--- src/rtl/flop_pkg.sv ---
// flop_pkg: shared sizing helpers and parameter checks for pipe/fifo blocks.
package flop_pkg;
  function automatic int cnt_w(input int depth);
    return $clog2(depth + 1);
  endfunction
  function automatic bit params_ok(input int width, input int depth);
    return (width >= 1) && (depth >= 1);
  endfunction
endpackage

--- src/rtl/flop_stage.sv ---
// flop_stage: one data register plus valid bit with reset > clear > advance > hold priority.
module flop_stage #(
  parameter int WIDTH = 8,
  parameter logic [WIDTH-1:0] RST_VAL = '0
) (
  input  logic             CK,
  input  logic             R,
  input  logic             CLR,
  input  logic             EN,
  input  logic [WIDTH-1:0] D,
  input  logic             DV,
  output logic [WIDTH-1:0] Q,
  output logic             QV
);
  // Invalid beats carry RST_VAL so bubbles never leak stale data downstream.
  always_ff @(posedge CK or posedge R)
    if (R) begin
      Q  <= RST_VAL;
      QV <= 1'b0;
    end else if (CLR) begin
      Q  <= RST_VAL;
      QV <= 1'b0;
    end else if (EN) begin
      Q  <= DV ? D : RST_VAL;
      QV <= DV;
    end
endmodule

--- src/rtl/flop_pipe.sv ---
// flop_pipe: stallable DEPTH-stage WIDTH-bit delay line with per-stage valids and occupancy count.
module flop_pipe import flop_pkg::*; #(
  parameter int WIDTH = 8,
  parameter int DEPTH = 4,
  parameter logic [WIDTH-1:0] RST_VAL = '0
) (
  input  logic                      CK,
  input  logic                      R,
  input  logic                      CLR,
  input  logic                      EN,
  input  logic [WIDTH-1:0]          D,
  input  logic                      DV,
  output logic [WIDTH-1:0]          Q,
  output logic                      QV,
  output logic [cnt_w(DEPTH)-1:0]   CNT
);
  localparam int CW = cnt_w(DEPTH);
  if (!params_ok(WIDTH, DEPTH)) begin : g_bad_params
    $error("flop_pipe: WIDTH and DEPTH must both be at least 1");
  end
  logic [DEPTH:0][WIDTH-1:0] d_c;
  logic [DEPTH:0]            v_c;
  assign d_c[0] = D;
  assign v_c[0] = DV;
  for (genvar i = 0; i < DEPTH; i++) begin : g_stage
    flop_stage #(.WIDTH(WIDTH), .RST_VAL(RST_VAL)) u_stage (
      .CK (CK),
      .R  (R),
      .CLR(CLR),
      .EN (EN),
      .D  (d_c[i]),
      .DV (v_c[i]),
      .Q  (d_c[i+1]),
      .QV (v_c[i+1])
    );
  end
  assign Q  = d_c[DEPTH];
  assign QV = v_c[DEPTH];
  // A beat entering and one leaving on the same advance cancel, so a full pipe stays at DEPTH.
  always_ff @(posedge CK or posedge R)
    if (R) CNT <= '0;
    else if (CLR) CNT <= '0;
    else if (EN) CNT <= CNT + CW'(DV) - CW'(QV);
endmodule

--- config.mk ---
export PLATFORM = sky130hd
export DESIGN_NAME = flop_pipe
export DESIGN_NICKNAME = d
export VERILOG_FILES = /design/src/rtl/flop_pkg.sv /design/src/rtl/flop_stage.sv /design/src/rtl/flop_pipe.sv
export SDC_FILE = /design/constraint.sdc
export NUM_CORES = 1
export LEC_CHECK = 0
export ABC_AREA = 1
export BUFFER_PORTS_ARGS = -buffer_cell sky130_fd_sc_hd__buf_4
export CAP_MARGIN = 20
export CORE_UTILIZATION = 56
export DETAILED_ROUTE_END_ITERATION = 6
export PLACE_DENSITY = 0.78
export SETUP_SLACK_MARGIN = 0.02
export SYNTH_ARGS = -nofsm -noshare
export SYNTH_HDL_FRONTEND = slang
export SYNTH_HIERARCHICAL = 1
export SYNTH_SLANG_ARGS = --single-unit
--- constraint.sdc ---
create_clock -name CK -period 2.1 [get_ports CK]
set_input_delay 0.105 -clock CK [delete_from_list [all_inputs] [get_ports CK]]
set_output_delay 0.105 -clock CK [all_outputs]
set_load 0.005 [all_outputs]
# --- After elaboration in Yosys (flattened, before gate mapping) ---
# Cells that the tools add are included.
word_totals:
  out_inout_bits: 12
  ff_bits: 39
op_classes:
  reduce_logical: 1
  n_addsub: 2
  n_mux: 22
ops:
  columns: ["cell", "n"]
  rows:
  - ["8-bit two-way mux", 12]
  - ["1-bit two-way mux", 8]
  - ["3-bit two-way mux", 2]
  - ["3-bit by 1-bit adder with 3-bit output", 1]
  - ["3-bit by 1-bit subtractor with 3-bit output", 1]
  - ["2-bit nonzero test", 1]

# --- Depth between registers and ports, before layout ---
# Gate-level depths: netlist of run 1.
depth:
  word_depth: 4
  mapped_depth: 10
  depth_no_buf: 10

# --- Hierarchy ---
# Netlist of run 1, hierarchy kept.
by_module_without_submodules:
  columns: ["module", "seq_area_each_um2", "area_per_inst_um2", "cells_each", "instances"]
  rows:
  - ["flop_stage", 225.2, 397.9, 41, 4]
  - ["flop_pipe", 75.1, 219.0, 29, 1]

# --- Worst setup path after synthesis of run 1 ---
# OpenSTA, ideal clock, no wires.
synth_timing:
  path_kind: "reg-to-reg"
  from: "reg g_stage[3].u_stage.QV"
  to: "reg CNT[2]"
  stages_incl_launch_ff: 10
  arrival_ns: 1.441
  required_time_ns: 1.983
  path_buffers: 0
  slack_ns: 0.542
  path_cell_list: "dfrtp_1 ha_1 inv_1 ha_1 inv_1 fa_1 inv_1 nand2_1 nand3_1 nand2_1"
synth_between:
  elab_chain_len: 3
synth_lines:
  columns: ["item", "line_no", "text"]
  rows:
  - ["start: declaration", "flop_stage.sv:13", "output logic QV"]
  - ["start signal: assignment", "flop_stage.sv:19", "QV <= 1'b0;"]
  - ["start signal: assignment", "flop_stage.sv:22", "QV <= 1'b0;"]
  - ["start signal: assignment", "flop_stage.sv:25", "QV <= DV;"]
  - ["3-bit by 1-bit subtractor with 3-bit output", "flop_pipe.sv:43", "else if (EN) CNT <= CNT + CW'(DV) - CW'(QV);"]
  - ["3-bit two-way mux", "flop_pipe.sv:43", null]
  - ["3-bit two-way mux", "flop_pipe.sv:42", "else if (CLR) CNT <= '0;"]
  - ["end signal: assignment", "flop_pipe.sv:43", null]
  - ["end: declaration", "flop_pipe.sv:15", "output logic [cnt_w(DEPTH)-1:0] CNT"]
# No other way between the ends. The select of a mux whose other input is x is not followed.
# A chain may end at the register's enable or synchronous reset.

# --- Worst setup path in the final report of run 1 ---
# Ends and elaborated chain as after synthesis.

==> results by stage, run 1 <==
Clock tree:
- The H-tree generated during clock tree synthesis spans 2 levels.
- The clock latency on the worst-skew pair is 340 ps.
- The count of buffers added by post-CTS timing repair for setup is 0.
- TritonCTS built the clock tree.
- The number of buffers inserted during clock tree synthesis is 5.
- The number of buffers on the longest clock path is 2.
- The number of sinks driven by the clock tree is 39.
- Clock-pin slew was measured on the worst setup and hold paths at 120 ps.
- The tree is rooted in a clkbuf_4.

Power:
- The net switching power of the design is 328.9 uW.
- Dividing total power by cell area gives a power density of 727.7 mW/mm^2.
- Of the total power, the share spent switching nets is 0.2187.
- The share of total power dissipated in sequential elements is 0.515.
- The design internal power is 1.175 mW.
- The clock group share of total power is 0.404.
- The worst vdd rail ir drop is 0.0007366 V.
- The power share of the combinational group is 0.081.
- In this run the static leakage power is 1.183 nW.

Setup path:
- Along the worst path, the maximum fanout reaches 3.
- Measured in cells, the most critical reg-to-reg path has a length of 9.
- The type of the worst setup path is reg2reg.
- The worst setup path is captured at a register.
- For the worst setup path, the data required time is 2340 ps.
- Walking the worst path, the cells encountered are ha_1 -> inv_1 -> ha_1 -> inv_1 -> fa_1 -> inv_1 -> nand2_1 -> nand3_1 -> nand2_1.
- The family of cells with the greatest summed delay on the critical path is adder cells.
- Setup slack on the worst reg-to-reg path comes out at 430 ps.
- The category of the worst setup path launch point is a register.
- In this design, the stage delay of the slowest critical-path cell is 420 ps.
- In this run the critical register-to-register path is captured at CNT[2].
- The critical path contains buffers and inverters numbering 3 combined.
- The launching instance or port of the critical path is g_stage[3].u_stage/QV.
- The slowest stage of the critical path belongs to the cell dfrtp_1.
- Following the worst setup path forward leads to its endpoint at CNT[2].
- STA puts the critical path data arrival time at 1910 ps.
- By instance count, the cell type seen most on the critical path is inv_1.
- The startpoint identified for the worst register-to-register timing path is g_stage[3].u_stage/QV.
- The depth of the critical timing path with buffers and inverters included is 9.

Floorplan:
- The initial core utilization is 0.5930.
- The die covers 0.003465 sq mm.
- After floorplanning, the core was sized to cover 0.003053 sq mm.
- The die height is 58.86 microns.
- Row generation in the floorplan step produced 20 rows.
- The number of I/O pins is 25.
- The die is 58.86 microns wide.

Logic synthesis:
- The area of the mapped netlist is 0.001810 sq mm.
- For this run, the number of Yosys warnings is 6.
- Of the total synthesized cell area, the portion taken by full adders, half adders and majority gates is 0.02488.
- After synthesis, the largest family of logic cells by area is simple AND/OR/NAND/NOR gates.
- The count of distinct cell types in the synthesized netlist is 14.
- The synthesized instance count is 193.
- The post-synthesis compound-gate area fraction came to 0.006220.
- Of the total synthesized cell area, the portion taken by XOR and XNOR cells is 0.
- The share of the Yosys chip area taken by registers is 0.5390.
- In this run, synthesis produced a sequential element count of 39.
- Of the total synthesized cell area, the portion taken by AND, OR, NAND and NOR gates is 0.3428.
- The total nets after synthesis is 209.
- The multiplexer share of the synthesized area is 0.
- In this run the mean area of a mapped cell was 9.381 sq um.

Finish:
- The filler cells instantiated in the layout total 252.
- In the layout the commonest cells are 78 x nand2_1, 39 x dfrtp_1, 32 x nand4_1, 24 x buf_4, 14 x inv_1.
- The number of diodes is 0.
- The final net count is 233.
- With fillers left out, the area of the finished cells amounts to 0.002067 sq mm.
- The growth of design area from synthesis to finish is 14.17%.
- After the flow finishes, the layout carries non-filler instances totaling 262.
- The share of cells above drive strength 1 is 0.1881.
- The most common cell after layout, fill and taps aside is nand2_1.

Global route:
- The via count of the first global-routing pass is 1,383.
- The global-route wire length before repair is 5961 microns.
- The number of antenna violations at the first check in global routing came to 0.
- Entering global routing, the biggest net connects 42 pins.
- The total overflow reported by the global router is 0.
- The overall fraction of global-route tracks in use is 0.2339.

Route:
- Wires add up to 3338 microns.
- The average via count per standard cell is 5.282.
- The final routed DRC violation total is 0.
- The detailed router finished its first iteration with 79 violations.
- The via total after detailed routing is 1,384.
- The first-pass detailed-route iteration total is 4.
- The routed wirelength normalized by instance count is 12.74 microns.
- Once detail routing completed, the nets flagged for antenna violations numbered 0.

STA:
- In the final timing run, aggregate negative setup slack is 0 ps.
- The final-report setup violation count is 0.
- The clock period minus final worst setup slack is 1671 ps.
- The number of max-slew violations in the final report is 0.
- Of the available clock period, the critical path in the final layout requires 0.7955.
- The worst-case clock skew is 10.65 ps.
- The measured slew at the worst slew-check pin is 547.1 ps.
- Across all hold checks on the routed design, the worst slack comes to 16.71 ps.
- The least setup slack across all paths after layout is 429.4 ps.
- The number of hold violations in the final report is 0.
- In this run the tightest slew margin relative to its limit is 0.6353.
- Setup repair after global routing left no endpoint under its margin.
- The highest clock frequency the design can meet is 598.6 MHz.

Place:
- Port buffering added 24 buffers.
- Once placement completed, the tool counted placed cells totaling 253.
- The pre-CTS setup slack is 454.0 ps.
- Routability-driven placement finished with a final weighted congestion of 0.7488.
- The area of placed instances is 0.001956 sq mm.
- Summed over all nets, the half-perimeter wirelength after detailed placement is 2490 microns.

Worst hold path:
- The worst hold path class is in2reg.

Status:
- The run finished with clean final reports.

Run:
- Max-cap violations in this run came to 0.
==> tightest hold or removal path, delay by kind of cell <==
kind	cells	cell delay [ps]
simple gates	2	130
buf+inv	1	80
==> power by group through the flow <==
stage / clock network [mW] / registers (mW) / logic [mW]
CTS: 0.619 / 0.775 / 0.123
finish: 0.607 / 0.775 / 0.122
detailed placement: 0 / 0.790 / 0.121
global placement: 0 / 0.789 / 0.115
floorplan: 0 / 0.784 / 0.0883
global route: 0.651 / 0.777 / 0.138
==> cell type report <==
| cell class | count | area [sq um] | area share |
|---|---|---|---|
| sequential | 39 | 975.9 | 0.4722 |
| multi-input combinational | 128 | 676.9 | 0.3275 |
| timing repair buffer | 25 | 190.2 | 0.09201 |
| inverter | 18 | 67.56 | 0.03269 |
| clock inverter | 2 | 60.06 | 0.02906 |
| tap | 44 | 55.05 | 0.02663 |
| clock buffer | 6 | 41.29 | 0.01998 |
==> registers in the layout, summed over array words and instances (netlist names) <==
register and flops:
g_stage.u_stage/QV 4, CNT 3, g_stage.u_stage/Q 32
==> through the flow <==
| step | total power, mW | utilization |
|---|---|---|
| floorplan | 0.8726 | - |
| global placement | 0.9033 | 0.6406 |
| detailed placement | 0.9113 | 0.6406 |
| CTS | 1.518 | 0.6770 |
| global route | 1.567 | 0.6770 |
| finish | 1.504 | 0.6770 |
==> worst min-delay path by stage <==
| stage | cells after the start | to | slack [ps] | start |
|---|---|---|---|---|
| final | 3 | g_stage[0].u_stage/Q[5] | 20 | D[5] |
| after global routing | 3 | g_stage[0].u_stage/Q[5] | 10 | D[5] |
| after global placement | 2 | CNT[0] | 20 | R |
| after CTS | 3 | g_stage[0].u_stage/Q[4] | 3 | D[4] |
| after detailed placement | 2 | CNT[1] | 20 | R |
| after floorplan | 1 | CNT[0] | -140 | R |
==> synthesized netlist by cell type <==
cell | number | area, sq um
buf_6 | 8 | 90.09
dfrtp_1 | 39 | 975.9
fa_1 | 1 | 20.02
ha_1 | 2 | 25.02
inv_1 | 14 | 52.55
inv_2 | 4 | 15.01
nand2_1 | 78 | 292.8
nand2_2 | 1 | 6.260
nand3_1 | 7 | 35.03
nand4_1 | 32 | 200.2
nor2_2 | 1 | 6.260
nor2_8 | 4 | 80.08
o21ai_0 | 1 | 5.000
o22ai_1 | 1 | 6.260
==> layer usage <==
layer  GRT usage  up-vias  share of wire
met1      0.2868      653           0.42
met3     0.04615        6          0.029
met5           0        -              0
met2      0.3912       32           0.54
li1            -      693              -
met4      0.1224        0          0.018
==> what timing repair did <==
action                     in CTS  in global routing
hold buffers                    1                  0
setup endpoints to repair       0                  0
gates resized for setup         0                  0
hold endpoints to repair       39                  0
==> logic make-up (layout without fill, tap and decap cells) <==
| kind of cell | after synthesis | count (layout) |
|---|---|---|
| adder cells (fa/ha/maj) | 3 | 3 |
| AO/OA/AOI/OAI | 2 | 2 |
| AND/OR/NAND/NOR | 123 | 123 |
| buffers and inverters | 26 | 51 |
| flip-flops | 39 | 39 |
Power figures use the tool's default switching activity.
==> run 2: changes to the inputs <==
--- a/config.mk
+++ b/config.mk
@@ -5,7 +5,7 @@
 export SDC_FILE = /design/constraint.sdc
 export NUM_CORES = 1
 export LEC_CHECK = 0
-export ABC_AREA = 1
+export ABC_AREA = 0
 export BUFFER_PORTS_ARGS = -buffer_cell sky130_fd_sc_hd__buf_4
 export CAP_MARGIN = 20
 export CORE_UTILIZATION = 56
==> constraint.sdc (replaced) <==
create_clock -name CK -period 1.6 [get_ports CK]
set_input_delay 0.08 -clock CK [delete_from_list [all_inputs] [get_ports CK]]
set_output_delay 0.08 -clock CK [all_outputs]
set_load 0.005 [all_outputs]
==> run 2 against run 1 <==
Against the previous run:
- the run now ends with DRC, setup timing left
- largest cell class unchanged
- sequential power rose by 32%
- critical endpoint unchanged
- first-iteration DRC count down 62%
- highest routed layer unchanged
- final cell count shrank 16%
==> results by stage, run 2 <==
Setup path:
- The data arrival time of the critical path is 2060 ps (was 1910 ps).
- The peak fanout along the critical path was 2 (was 3).
- The type of the worst setup path is reg2reg (unchanged).
- The master of the slowest instance on the critical path is dfrtp_1 (unchanged).
- The data required time at the worst endpoint is 1830 ps (was 2340 ps).
- The setup slack on the worst flop-to-flop path is -230 ps (was 430 ps).
- The terminus of the critical flop-to-flop path is CNT[2] (unchanged).
- Critical path, cell by cell: ha_1 -> inv_2 -> ha_4 -> inv_2 -> fa_2 -> xor2_2 -> a21oi_2 -> a31o_1 (was ha_1 -> inv_1 -> ha_1 -> inv_1 -> fa_1 -> inv_1 -> nand2_1 -> nand3_1 -> nand2_1).
- The count of buffer and inverter cells on the critical path is 2 (was 3).
- The cell type with the highest occurrence count on the critical path is inv_2 (was inv_1).
- The launch point of the worst reg-to-reg path is g_stage[3].u_stage/QV (unchanged).
- The kind of capture point of the worst setup path is a register (unchanged).
- The family of cells with the greatest summed delay on the critical path is adder cells (unchanged).
- The delay of the slowest cell on the worst path is 400 ps (was 420 ps).
- The category of the worst setup path launch point was a register (unchanged).
- The count of cells along the worst register-to-register path came to 8 (was 9).

Global route:
- The overall fraction of global-route tracks in use is 0.2304 (was 0.2339).
- The total overflow reported by the global router came to 0 (unchanged).
- The largest net degree at the start of global routing is 66 (was 42).
- The number of antenna violations at the first check in global routing is 0 (unchanged).
- The global-route wire length before repair is 5651 microns (was 5961 microns).
- The via count of the first global-routing pass is 1,253 (was 1,383).

Worst hold path:
- The worst hold path class is in2reg (unchanged).
- The terminating pin of the worst hold path is g_stage[0].u_stage/Q[1] (was g_stage[0].u_stage/Q[5]).
- The hold path startpoint is D[1] (was D[5]).
- The depth of the worst hold-timing path is 3 (unchanged).

Logic synthesis:
- The count of distinct cell types in the synthesized netlist was 17 (was 14).
- The share of synthesized registers carrying an async set or reset is 1.000 (unchanged).
- The synthesized-area fraction occupied by and/or/nand/nor cells is 0.1926 (was 0.3428).
- The main combinational cell family by area after synthesis is simple AND/OR/NAND/NOR gates (unchanged).
- The total nets after synthesis is 171 (was 209).
- The number of enable-type register cells in the synthesized netlist is 0 (unchanged).
- The most frequently used flop master after synthesis was dfrtp_1 (unchanged).
- The post-synthesis compound-gate area fraction was 0.1377 (was 0.006220).
- The area of the mapped netlist is 0.001754 sq mm (was 0.001810 sq mm).
- The count of synthesis-stage warnings from yosys is 6 (unchanged).
- The cell type contributing the most total cell area after synthesis is dfrtp_1 (unchanged).
- Most frequent cells after synthesis: 39 x dfrtp_1, 21 x a21oi_1, 21 x nand2b_1, 20 x nand3_1, 12 x a32o_1 (was 78 x nand2_1, 39 x dfrtp_1, 32 x nand4_1, 14 x inv_1, 8 x buf_6).
- Synth top area cells: dfrtp_1 56%, nand2b_1 7.5%, a32o_1 6.8% (was dfrtp_1 54%, nand2_1 16%, nand4_1 11%).
- The synthesized instance count came to 155 (was 193).
- The fraction of the yosys area taken by sequential cells is 0.5563 (was 0.5390).
- The most repeated cell in the gate-level netlist after synthesis is dfrtp_1 (was nand2_1).
- The adder-cell share of the synthesized area is 0.02568 (was 0.02488).
- The area share of xor/xnor cells in the synthesized design was 0.004993 (was 0).
- The multiplexer share of the synthesized area was 0.02853 (was 0).
- The count of state elements after synthesis is 39 (unchanged).
- The top cell type's share of synthesized area is 0.5563 (was 0.5390).
- The synthesized area divided by synthesized cell count is 11.32 sq um (was 9.381 sq um).

Run:
- The number of violations of the max-capacitance limit is 0 (unchanged).

Clock tree:
- The library cell used as clock root buffer is clkbuf_4 (unchanged).
- The clock latency on the worst-skew pair was 330 ps (was 340 ps).
- The number of buffers on the longest clock path was 2 (unchanged).
- The count of buffers added by post-CTS timing repair for setup was 0 (unchanged).
- The CTS tree was built (unchanged).
- The number of sinks driven by the clock tree is 39 (unchanged).
- The clock transition at the registers of the reported paths was 110 ps (was 120 ps).
- The H-tree level count was 2 (unchanged).
- The number of buffers inserted during clock tree synthesis came to 5 (unchanged).

STA:
- The max-slew headroom at the worst pin is 0.5941 (was 0.6353).
- The clock period minus final worst setup slack is 1827 ps (was 1671 ps).
- The least setup slack across all paths after layout is -226.8 ps (was 429.4 ps).
- The worst-case clock skew is 10.70 ps (was 10.65 ps).
- The measured slew at the worst slew-check pin is 608.8 ps (was 547.1 ps).
- The number of hold violations in the final report is 0 (unchanged).
- Unrepaired setup endpoints after global routing: true (was false).
- The number of max-slew violations in the final report was 0 (unchanged).
- The highest clock frequency the design can meet is 547.4 MHz (was 598.6 MHz).
- The final-report setup violation count came to 2 (was 0).
- The final critical-path share of the clock period is 1.142 (was 0.7955).

Finish:
- The growth of design area from synthesis to finish is 20.47% (was 14.17%).
- The final net count came to 205 (was 233).
- The register containing the most flip-flops in the final layout was g_stage.u_stage/Q (unchanged).
- Highest-count cells in the layout ignoring fill and taps: 39 x dfrtp_1, 27 x buf_4, 21 x nand2b_1, 20 x nand3_1, 20 x a21oi_1 (was 78 x nand2_1, 39 x dfrtp_1, 32 x nand4_1, 24 x buf_4, 14 x inv_1).
- The most common cell after layout, fill and taps aside is dfrtp_1 (was nand2_1).
- The number of diodes is 0 (unchanged).
- Biggest registers after layout: g_stage.u_stage/Q: 32 flops, g_stage.u_stage/QV: 4 flops, CNT: 3 flops (unchanged).
- The number of flip-flops in the largest register is 32 (unchanged).
- The utilization of the core after routing came to 0.7408 (was 0.6770).
- The share of cells above drive strength 1 is 0.2540 (was 0.1881).
- The count of non-filler cells in the finished layout is 220 (was 262).

Floorplan:
- The die area is 0.003361 sq mm (was 0.003465 sq mm).
- The die height is 57.97 microns (was 58.86 microns).
- The number of rows in the core area is 19 (was 20).
- The core region area is 0.002853 sq mm (was 0.003053 sq mm).
- The number of I/O pins is 25 (unchanged).
- The horizontal extent of the die is 57.97 microns (was 58.86 microns).
- The initial core utilization came to 0.6149 (was 0.5930).

Route:
- The sum of routed wire length over all layers is 3280 microns (was 3338 microns).
- The via total after detailed routing is 1,274 (was 1,384).
- The number of nets still failing antenna checks after routing is 0 (unchanged).
- The routed wirelength normalized by instance count is 14.91 microns (was 12.74 microns).
- The first-iteration detailed-routing DRC count came to 30 (was 79).
- The first-pass detailed-route iteration total was 6 (was 4).
- The final routed DRC violation total is 1 (was 0).
- The average via count per standard cell came to 5.791 (was 5.282).

Status:
- Status: finished with violations (was completed).
- The checks that failed: DRC, setup timing.

Place:
- The placer congestion estimate is 0.7025 (was 0.7488).
- The instance count after placement with tap cells included was 205 (was 253).
- The port buffer count is 24 (unchanged).
- The total half-perimeter wirelength after legalization and detailed placement is 2157 microns (was 2490 microns).
- The pre-CTS setup slack came to -254.8 ps (was 454.0 ps).

Power:
- The post-layout total power is 1.833 mW (was 1.504 mW).
- The leakage power summed over all cells is 0.9628 nW (was 1.183 nW).
- The power density over the cells is 867.3 mW/mm^2 (was 727.7 mW/mm^2).
- The worst vdd rail ir drop is 0.0006752 V (was 0.0007366 V).
## run 2: cell types whose count changed in the layout (fill, tap and decap cells not counted), sizes merged, moves of 6 or more
cell         before  now
nand2            79    0
nand4            32    0
a21oi             0   21
nand2b            0   21
nand3             7   20
a32o              0   12
inv              18    8
dlygate4sd3       1    8
nor2              5   11
## run 2: power breakdown
part	total (mW)	internal, mW	switching (mW)	leakage (nW)
Sequential	1.02	1.00	0.0187	0.539
Combinational	0.197	0.0907	0.106	0.385
Clock	0.615	0.322	0.292	0.0383
## run 2: cell type report
cell class / count / area (sq um)
sequential: 39 / 975.9
fill: 211 / 739.5
multi-input combinational: 100 / 714.4
timing repair buffer: 35 / 282.8
clock buffer: 6 / 41.29
tap: 31 / 38.79
clock inverter: 1 / 30.03
inverter: 8 / 30.03
## run 2: worst max-delay path by stage
stage / cells past startpoint / slack (ps) / to / start
6_report: 8 / -230 / CNT[2] / g_stage[3].u_stage/QV
5_1_grt: 9 / -300 / CNT[2] / CNT[0]
4_1_cts: 8 / -230 / CNT[2] / g_stage[3].u_stage/QV
3_5_place_dp: 8 / -250 / CNT[2] / g_stage[3].u_stage/QV
3_3_place_gp: 8 / -140 / CNT[2] / g_stage[3].u_stage/QV
2_1_floorplan: 8 / -140 / CNT[2] / g_stage[3].u_stage/QV
## run 2: cell families (layout without fill, tap and decap cells)
| logic type | after synthesis | after routing |
|---|---|---|
| compound gates | 35 | 35 |
| flops | 39 | 39 |
| fa+ha+maj | 3 | 3 |
| mux | 5 | 5 |
| buf+inv | 16 | 50 |
| simple gates | 56 | 56 |
| xor+xnor | 1 | 1 |
## run 2: worst min-delay path, cell delays in order
cell and delay [ps]:
buf_4 110, nand3_1 80, a21oi_1 60
## run 2: per-layer routing
metal  vias to the layer above  GRT usage  share of wire
met5                         -          0              0
met4                         0    0.08163         0.0070
met3                         2    0.08036          0.037
met2                        35     0.3629           0.51
met1                       624     0.2980           0.44
li1                        613          -              -
## run 2: per-stage QoR
stage          hold WS, ps  instance area [sq um]  setup TNS (ps)
2_1_floorplan       -166.4                   1757          -136.4
3_3_place_gp        -6.362                   1933          -144.5
3_5_place_dp         7.212                   1933          -289.9
4_1_cts              4.560                   2096          -294.3
5_1_grt              8.512                   2113          -418.9
6_report             21.30                   2113          -275.6
## run 2: repair_timing
action	in CTS	in global routing
hold buffers	8	0
gates cloned	0	0
resized for setup	2	5
pin swaps	0	1
setup endpoints to repair	2	2
hold endpoints to repair	46	0
